[src/rtl/conv1_window_scheduler.sv]
// Window scheduler for the first conv layer: drives the stride-2 window fetcher frame by frame,
// buffers fetched windows in a small skid FIFO and streams them to the PE array.
module conv1_window_scheduler #(
    parameter int IMG_W      = 224,
    parameter int IMG_H      = 224,
    parameter int STRIDE     = 2,
    parameter int A_BITS     = 8,
    parameter int FIFO_DEPTH = 2,
    parameter int TIMEOUT    = 64
) (
    input  logic                 CLK,
    input  logic                 RESET,
    input  logic                 layer_start,
    input  logic [7:0]           num_frames,
    output logic                 busy,
    output logic                 layer_done,
    output logic                 err_timeout,
    output logic                 err_seq,
    output logic                 fw_start_frame,
    output logic                 fw_win_req,
    input  logic                 fw_win_valid,
    input  logic [27*A_BITS-1:0] fw_win_flat,
    input  logic                 fw_frame_done,
    output logic                 m_valid,
    input  logic                 m_ready,
    output logic [27*A_BITS-1:0] m_data,
    output logic                 m_last,
    output logic [15:0]          m_win_idx
);
    localparam int WW = 27 * A_BITS;
    localparam int NUM_WIN = (IMG_W / STRIDE) * (IMG_H / STRIDE);
    localparam int PW = (FIFO_DEPTH > 1) ? $clog2(FIFO_DEPTH) : 1;
    localparam int CW = $clog2(FIFO_DEPTH + 1);
    localparam int TW = $clog2(TIMEOUT + 1);
    localparam logic [15:0] NUM_WIN16 = 16'(NUM_WIN);
    localparam logic [15:0] LAST_IDX = 16'(NUM_WIN - 1);
    localparam logic [CW-1:0] FULL_CNT = CW'(FIFO_DEPTH);

    typedef enum logic [1:0] {IDLE = 2'd0, START = 2'd1, RUN = 2'd2, DRAIN = 2'd3} state_t;

    state_t          state_r, state_s;
    logic [7:0]      frames_r, frame_cnt_r;
    logic            busy_r, layer_done_r, err_timeout_r, err_seq_r;
    logic [15:0]     issue_cnt_r, recv_cnt_r;
    logic            outst_r;
    logic [TW-1:0]   tmo_cnt_r;
    logic [WW-1:0]   fifo_data_r [FIFO_DEPTH];
    logic            fifo_last_r [FIFO_DEPTH];
    logic [15:0]     fifo_idx_r [FIFO_DEPTH];
    logic [PW-1:0]   wr_ptr_r, rd_ptr_r;
    logic [CW-1:0]   fifo_cnt_r;
    logic            accept_s, pop_s, push_s, issue_req_s, timeout_s, fd_expect_s, seq_err_s;
    logic            start_acc_s, drain_done_s, last_frame_s, fifo_ne_s;

    function automatic logic [PW-1:0] ptr_inc(input logic [PW-1:0] p);
        if (p == PW'(FIFO_DEPTH - 1)) return {PW{1'b0}};
        else return p + PW'(1);
    endfunction

    // Handshake qualifiers; a request needs a free FIFO slot counted without any same-cycle pop.
    always_comb begin
        fifo_ne_s    = (fifo_cnt_r != {CW{1'b0}});
        accept_s     = fw_win_valid && outst_r;
        pop_s        = fifo_ne_s && m_ready;
        push_s       = accept_s && ((fifo_cnt_r != FULL_CNT) || pop_s);
        issue_req_s  = (state_r == RUN) && (issue_cnt_r < NUM_WIN16) && !outst_r &&
                       (fifo_cnt_r < FULL_CNT) && !fw_win_valid;
        timeout_s    = outst_r && !fw_win_valid && (tmo_cnt_r >= TW'(TIMEOUT - 1));
        fd_expect_s  = accept_s && (recv_cnt_r == LAST_IDX);
        seq_err_s    = (fw_win_valid && !outst_r) || (fw_frame_done != fd_expect_s);
        start_acc_s  = (state_r == IDLE) && layer_start;
        drain_done_s = (state_r == DRAIN) && !fifo_ne_s;
        last_frame_s = ({1'b0, frame_cnt_r} + 9'd1) >= {1'b0, frames_r};
    end

    // Next-state logic.
    always_comb begin
        state_s = state_r;
        case (state_r)
            IDLE:  if (layer_start) state_s = START; else state_s = IDLE;
            START: state_s = RUN;
            RUN: begin
                if (timeout_s) state_s = IDLE;
                else if (recv_cnt_r == NUM_WIN16) state_s = DRAIN;
                else state_s = RUN;
            end
            DRAIN: begin
                if (fifo_ne_s) state_s = DRAIN;
                else if (last_frame_s) state_s = IDLE;
                else state_s = START;
            end
            default: state_s = IDLE;
        endcase
    end

    // State register.
    always_ff @(posedge CLK) begin
        if (RESET) state_r <= IDLE;
        else state_r <= state_s;
    end

    // Layer/frame bookkeeping, request credit, timeout and sticky error flags.
    always_ff @(posedge CLK) begin
        if (RESET) begin
            frames_r      <= 8'd0;
            frame_cnt_r   <= 8'd0;
            busy_r        <= 1'b0;
            layer_done_r  <= 1'b0;
            err_timeout_r <= 1'b0;
            err_seq_r     <= 1'b0;
            issue_cnt_r   <= 16'd0;
            recv_cnt_r    <= 16'd0;
            outst_r       <= 1'b0;
            tmo_cnt_r     <= {TW{1'b0}};
        end else begin
            layer_done_r <= drain_done_s && last_frame_s;
            if (start_acc_s) begin
                frames_r      <= (num_frames == 8'd0) ? 8'd1 : num_frames;
                frame_cnt_r   <= 8'd0;
                busy_r        <= 1'b1;
                err_timeout_r <= 1'b0;
                err_seq_r     <= seq_err_s;
            end else begin
                if (seq_err_s) err_seq_r <= 1'b1;
                if (timeout_s) begin
                    err_timeout_r <= 1'b1;
                    busy_r        <= 1'b0;
                end else if (drain_done_s) begin
                    if (last_frame_s) busy_r <= 1'b0;
                    else frame_cnt_r <= frame_cnt_r + 8'd1;
                end
            end
            if (state_r == START) begin
                issue_cnt_r <= 16'd0;
                recv_cnt_r  <= 16'd0;
            end
            // tmo_cnt_r holds cycles elapsed since the outstanding request was issued
            if (issue_req_s) begin
                outst_r     <= 1'b1;
                issue_cnt_r <= issue_cnt_r + 16'd1;
                tmo_cnt_r   <= TW'(1);
            end else if (accept_s || timeout_s) begin
                outst_r <= 1'b0;
            end else if (outst_r) begin
                tmo_cnt_r <= tmo_cnt_r + TW'(1);
            end
            if (accept_s) recv_cnt_r <= recv_cnt_r + 16'd1;
        end
    end

    // Skid FIFO pointers and occupancy; a timeout discards everything buffered.
    always_ff @(posedge CLK) begin
        if (RESET || timeout_s) begin
            wr_ptr_r   <= {PW{1'b0}};
            rd_ptr_r   <= {PW{1'b0}};
            fifo_cnt_r <= {CW{1'b0}};
        end else begin
            if (push_s) wr_ptr_r <= ptr_inc(wr_ptr_r);
            if (pop_s) rd_ptr_r <= ptr_inc(rd_ptr_r);
            case ({push_s, pop_s})
                2'b10:   fifo_cnt_r <= fifo_cnt_r + CW'(1);
                2'b01:   fifo_cnt_r <= fifo_cnt_r - CW'(1);
                default: fifo_cnt_r <= fifo_cnt_r;
            endcase
        end
    end

    // Skid FIFO storage.
    always_ff @(posedge CLK) begin
        if (push_s) begin
            fifo_data_r[wr_ptr_r] <= fw_win_flat;
            fifo_last_r[wr_ptr_r] <= (recv_cnt_r == LAST_IDX);
            fifo_idx_r[wr_ptr_r]  <= recv_cnt_r;
        end
    end

    assign busy           = busy_r;
    assign layer_done     = layer_done_r;
    assign err_timeout    = err_timeout_r;
    assign err_seq        = err_seq_r;
    assign fw_start_frame = (state_r == START);
    assign fw_win_req     = issue_req_s;
    assign m_valid        = fifo_ne_s;
    assign m_data         = fifo_ne_s ? fifo_data_r[rd_ptr_r] : {WW{1'b0}};
    assign m_last         = fifo_ne_s ? fifo_last_r[rd_ptr_r] : 1'b0;
    assign m_win_idx      = fifo_ne_s ? fifo_idx_r[rd_ptr_r] : 16'd0;
endmodule

[config.mk]
export PLATFORM = sky130hd
export DESIGN_NAME = conv1_window_scheduler
export DESIGN_NICKNAME = d
export VERILOG_FILES = /design/src/rtl/conv1_window_scheduler.sv
export SDC_FILE = /design/constraint.sdc
export NUM_CORES = 1
export LEC_CHECK = 0
export BUFFER_PORTS_ARGS = -buffer_cell sky130_fd_sc_hd__buf_2
export CORE_ASPECT_RATIO = 0.9
export CORE_MARGIN = 4
export CORE_UTILIZATION = 49
export DETAILED_ROUTE_END_ITERATION = 10
export GPL_ROUTABILITY_DRIVEN = 0
export HOLD_SLACK_MARGIN = 0.15
export PLACE_DENSITY = 0.76
export SLEW_MARGIN = 20
export SYNTH_ARGS = -nofsm -noshare
export SYNTH_HDL_FRONTEND = slang
export SYNTH_SLANG_ARGS = --single-unit
export TNS_END_PERCENT = 50
[constraint.sdc]
create_clock -name CLK -period 13.8 [get_ports CLK]
set_clock_uncertainty 0.15 [all_clocks]
set_input_delay 2.76 -clock CLK [delete_from_list [all_inputs] [get_ports CLK]]
set_output_delay 2.76 -clock CLK [all_outputs]
set_load 0.005 [all_outputs]
# [Yosys cells after proc, flatten, opt, wreduce, memory -nomap -nowiden]
# Memories as Yosys holds them, arrays and structs flattened. A register that Yosys moved wholly into a read port is not among the register bits.
# Cells that the tools add are included.
[word_totals] register_bits=66 mem_bits_rw=466 in_bits=230 output_inout_bits=240 elab_cells=117 mem_count=3
[mem_list] memory="fifo_data_r" words=2 width=216 rd=1 rd_clocked_by_memory_dff=1 wr=1 line="47" text="logic [WW-1:0] fifo_data_r [FIFO_DEPTH];"
[mem_list] memory="fifo_idx_r" words=2 width=16 rd=1 rd_clocked_by_memory_dff=1 wr=1 line="49" text="logic [15:0] fifo_idx_r [FIFO_DEPTH];"
[mem_list] memory="fifo_last_r" words=2 width=1 rd=1 rd_clocked_by_memory_dff=1 wr=1 line="48" text="logic fifo_last_r [FIFO_DEPTH];"
[op_classes] addsub=9 order_cmp=4 eq_ne=10 mux=35 bitwise_logic=3 n_reduce_logical=38
[op_table] op="$mux W216" n=1
[op_table] op="$mux W16" n=4
[op_table] op="$add A16 B1 Y16 const B" n=2
[op_table] op="$eq A16 B14 Y1 const B" n=2
[op_table] op="$mux W1" n=25
[op_table] op="$lt A16 B14 Y1 const B" n=1
[op_table] op="$logic_and A1 B1 Y1" n=14
[op_table] op="$reduce_bool A2 Y1" n=7
[op_table] op="$add A8 B1 Y9 const B" n=1
[op_table] op="$ge A9 B8 Y1" n=1
[op_table] op="$add A8 B1 Y8 const B" n=1
[op_table] op="$logic_not A8 Y1" n=1
[op_table] op="$mux W8" n=1
[op_table] op="$pmux W2 S4" n=1
[op_table] op="$add A7 B1 Y7 const B" n=1
[op_table] op="$ge A7 B6 Y1 const B" n=1
[op_table] op="$eq A2 B2 Y1 const B" n=3
[op_table] op="$reduce_and A2 Y1" n=3
[op_table] op="$reduce_bool A3 Y1" n=2
[op_table] op="$eq A2 B1 Y1 const B" n=2
[op_table] op="$logic_or A1 B1 Y1" n=4
[op_table] op="$mux W2" n=2
[op_table] op="$ne A2 B2 Y1 const B" n=2
[op_table] op="$pmux W2 S2" n=1
[op_table] op="other kinds (10)" n=16

# [Longest topological paths before layout]
[depth] ltp_word=7 ltp_mapped=11 mapped_depth_nobuf=10

# [Worst setup path after synthesis]
# No wires, ideal clock.
[synth_path] path_type="input port to flip-flop" start="input port fw_win_valid" end="memory fifo_data_r[0][0] (netlist bit), enable pin" arrival_ns=13.317 t_required_ns=12.791 slack_ns=-0.526 path_stages=3 cell_sequence="nand2_1 > a21oi_1 > nor2b_1"
[synth_via] elab_chain_cells=4
[synth_lines] item="from (decl)" line="21" text="input logic fw_win_valid,"
[synth_lines] item="$logic_and A1 B1 Y1" line="63" text="accept_s = fw_win_valid && outst_r;"
[synth_lines] item="$logic_and A1 B1 Y1" line="65" text="push_s = accept_s && ((fifo_cnt_r != FULL_CNT) || pop_s);"
[synth_lines] item="$mux W1" line="170" text="if (push_s) begin"
[synth_lines] item="$mux W1 (implied by the code)" line="171" text="fifo_data_r[wr_ptr_r] <= fw_win_flat;"
[synth_lines] item="to (decl)" line="47"
# Every way passes these cells.

# [Worst setup path in the final report]
[layout_path] start="input port fw_win_valid" end="output port fw_win_req"
[layout_via] elab_chain_cells=2
[layout_lines] item="$logic_not A1 Y1" line="67" text="(fifo_cnt_r < FULL_CNT) && !fw_win_valid;"
[layout_lines] item="$logic_and A1 B1 Y1" line="67"
[layout_lines] item="to (decl)" line="20" text="output logic fw_win_req,"
# Every way passes these cells.

==> summary.md <==
| Metric | Value |
|---|---|
| Final hold slack | 0.3042 ns |
| Distinct cells, synth | 57 |
| Pin count of the biggest net entering global routing | 143 |
| Longest Clk Path Bufs | 3 |
| Lkg Pwr | 9.203 nW |
| Synth top cells by count | 466 x edfxtp_1, 278 x nor2_1, 235 x mux2i_1 |
| TritonCTS buffer count | 52 |
| Root buffer cell | clkbuf_16 |
| Slew @ Worst Pin | 1.038 ns |
| Critical Path Source Type | input pin |
| Max-slew violations | 0 |
| Setup WS post-layout | 6.727 ns |
| Post-CTS Resized | 0 |
| Clock-pin slew on the worst setup and hold paths | 0.06 ns |
| Fin Setup TNS | 0 ns |
| WP buf/inv | 3 |
| Ports | 470 |
| FF-to-FF setup slack | 9.93 ns |
| Post-synth EDFFs | 466 |
| Rel. slew slack | 30.81% |
| Crit path cell chain | buf_2 > or3_1 > a311o_1 > inv_2 > buf_2 |
| DR WL/cell | 19.71 um |
| Filler Cell Count | 3179 |
| GRT overflow | 0 |
| Clk_lat worst skew | 0.59 ns |
| Hold-fix buffers, CTS | 0 |
| Pre-CTS setup slack | 6.750 ns |
| Syn Nets | 1643 |
| Post-synth top area share | 67.24% |
| Yosys top cell by area | edfxtp_1 |
| Yosys warnings | 0 |
| Count leader, synth | edfxtp_1 |
| Final hold violation count | 0 |
| HPWL after detailed placement | 32.89 mm |
| Post-synthesis async set-or-reset flop share | 0% |
| Starting DRT DRC Count | 1093 |
| Critical path data arrival time | 4.16 ns |
| First-pass GRT wire length | 71.14 mm |
| Post-layout instance count excluding filler cells | 2468 |
| Area delta synth->final | 21.55% |
| DRT Pass-1 Iters | 4 |
| # Max-Cap Violations | 0 |
| Status | finished clean |
| Synth Flop Type | edfxtp_1 |
| Layout cells sized above 1 | 29.45% |
| GRT Overall Usage | 19.89% |
| Top delay family on crit path | buffers and inverters |
| Die height | 203.5 um |
| FP Rows | 71 |
| WS Path Type | in -> out |
| Vias after detailed routing | 13050 |
| Post-synthesis sequential area ratio | 73.68% |
| RSZ-0062 raised after global routing | false |
| Worst min path class | reg -> reg |
| Detailed-route wire length | 48.63 mm |
| Setup Viol. Count Final | 0 |
| Horiz. Die Dim | 225.2 um |
| # nets final | 2111 |
| Power Density | 125.6 mW/mm^2 |
| Core box area | 0.04184 sq mm |
| Vias per cell | 5.286 |
| Largest stage delay, worst path | 0.53 ns |
| Core Util, Final | 60.46% |
| VDD IR max | 0.0001109 V |
| Crit path time final | 7.073 ns |
| Seq cells post-synth | 533 |
| Count of placed standard cells including taps | 2361 |
| Area contributors post-synth | edfxtp_1 67%, mux2i_1 11%, dfxtp_1 6.4% |
| Drc violations | 0 |
| Clk sinks | 533 |
| Final ANT Viol Nets | 0 |
| IO Port Bufs | 469 |
| Vias in the first global route | 12760 |
| Die area | 0.04584 sq mm |
| Initial Util | 49.74% |
| Setup crit end kind | output port |
| Antenna violations before repair | 19 |
| Fin crit share | 51.25% |
| Synthesized area per cell | 14.87 sq um |
| Post-CTS Repair Setup Buffers | 0 |
| Fmax | 141.4 MHz |
| Critical Path RT | 10.89 ns |
| Crit path max-delay cell type | a311o_1 |
| Critical Path Most Common Cell | buf_2 |
| Post-Syn Area | 0.02081 sq mm |
| CTS tree | built |
| H-tree lvl count | 2 |
| CP Max Fanout | 13 |
| Synthesized instance count | 1400 |
per-stage QoR:
step	cell area, sq um	power, W
after global routing	25290	0.003293
after detailed placement	23710	0.001910
final	25300	0.003177
after floorplan	20810	0.001849
after global placement	23710	0.001905
after CTS	25260	0.003208
cells in the final DEF, fill, tap and decap left out, types with 16 or more instances in the layout:
master	netlist	routed
nand2_1	54	54
edfxtp_1	466	466
clkinv_1	1	16
clkbuf_16	0	54
nand3_1	19	19
a21oi_1	35	35
dfxtp_1	67	66
buf_2	2	469
mux2i_1	235	235
nor2_1	278	277
cells by family (layout without fill, tap and decap cells):
group,Yosys count,count (layout),synth area share (%)
DFF,533,533,73.68
adders and majority gates,13,13,0.7816
muxes,242,242,11.68
other,0,13,0
and+or+nand+nor,425,425,8.868
AOI/OAI and AO/OA,88,88,2.748
xor gates and xnor gates,16,16,0.6734
buffers and inverters,83,591,1.563
state kept, by name (all words and copies together), names as in the netlist, named ones only:
| signal | count |
|---|---|
| fifo_data_r | 432 |
| fifo_cnt_r | 2 |
| fifo_idx_r | 32 |
| busy | 1 |
| tmo_cnt_r | 7 |
| issue_cnt_r | 16 |
| frames_r | 8 |
| outst_r | 1 |
| layer_done | 1 |
| frame_cnt_r | 8 |
| err_timeout | 1 |
| wr_ptr_r | 1 |
| state_r | 2 |
| recv_cnt_r | 16 |
| fifo_last_r | 2 |
| err_seq | 1 |
| rd_ptr_r | 1 |
report_power, final:
part           switching (W)  total (W)  internal [W]
Clock               0.000568    0.00130      0.000733
Sequential        0.00000559    0.00177       0.00176
Combinational      0.0000622   0.000109     0.0000465
Total               0.000636    0.00318       0.00254
path summary, 6_finish.rpt:
| path | end | startpoint | cells after the start |
|---|---|---|---|
| max | fw_win_req | fw_win_valid | 5 |
| min | issue_cnt_r[13]$_SDFFE_PP0P_ | issue_cnt_r[13]$_SDFFE_PP0P_ | 2 |
| max reg2reg | fifo_data_r[1][122]$_DFFE_PP_ | outst_r$_SDFFE_PP0P_ | 5 |
| min reg2reg | issue_cnt_r[13]$_SDFFE_PP0P_ | issue_cnt_r[13]$_SDFFE_PP0P_ | 2 |
routing by layer:
metal	part of all wire, %	global-route usage, %	up-vias
met1	39	24.40	6363
met3	7.1	5.037	98
met4	3.0	7.980	12
li1	-	-	6151
met5	0.16	0	-
met2	51	33.96	421
worst min-delay path, stage by stage, from the launching register on:
cell	delay [ns]
dfxtp_1	0.31
nand2_1	0.05
a21oi_1	0.05
final cells by class:
cell class              instances  area (sq um)  share of cell area (%)
clock buffers                  68          1404                   5.550
inverters                      15         56.30                  0.2226
flip-flops and latches        533         15340                   60.63
multi-input cells             784          5169                   20.43
repair buffers                482          2457                   9.714
diodes                         13         32.53                  0.1286
clock inverters                26         155.1                  0.6133
well taps                     547         684.4                   2.706
No activity file was read; power rests on OpenSTA's default activity.
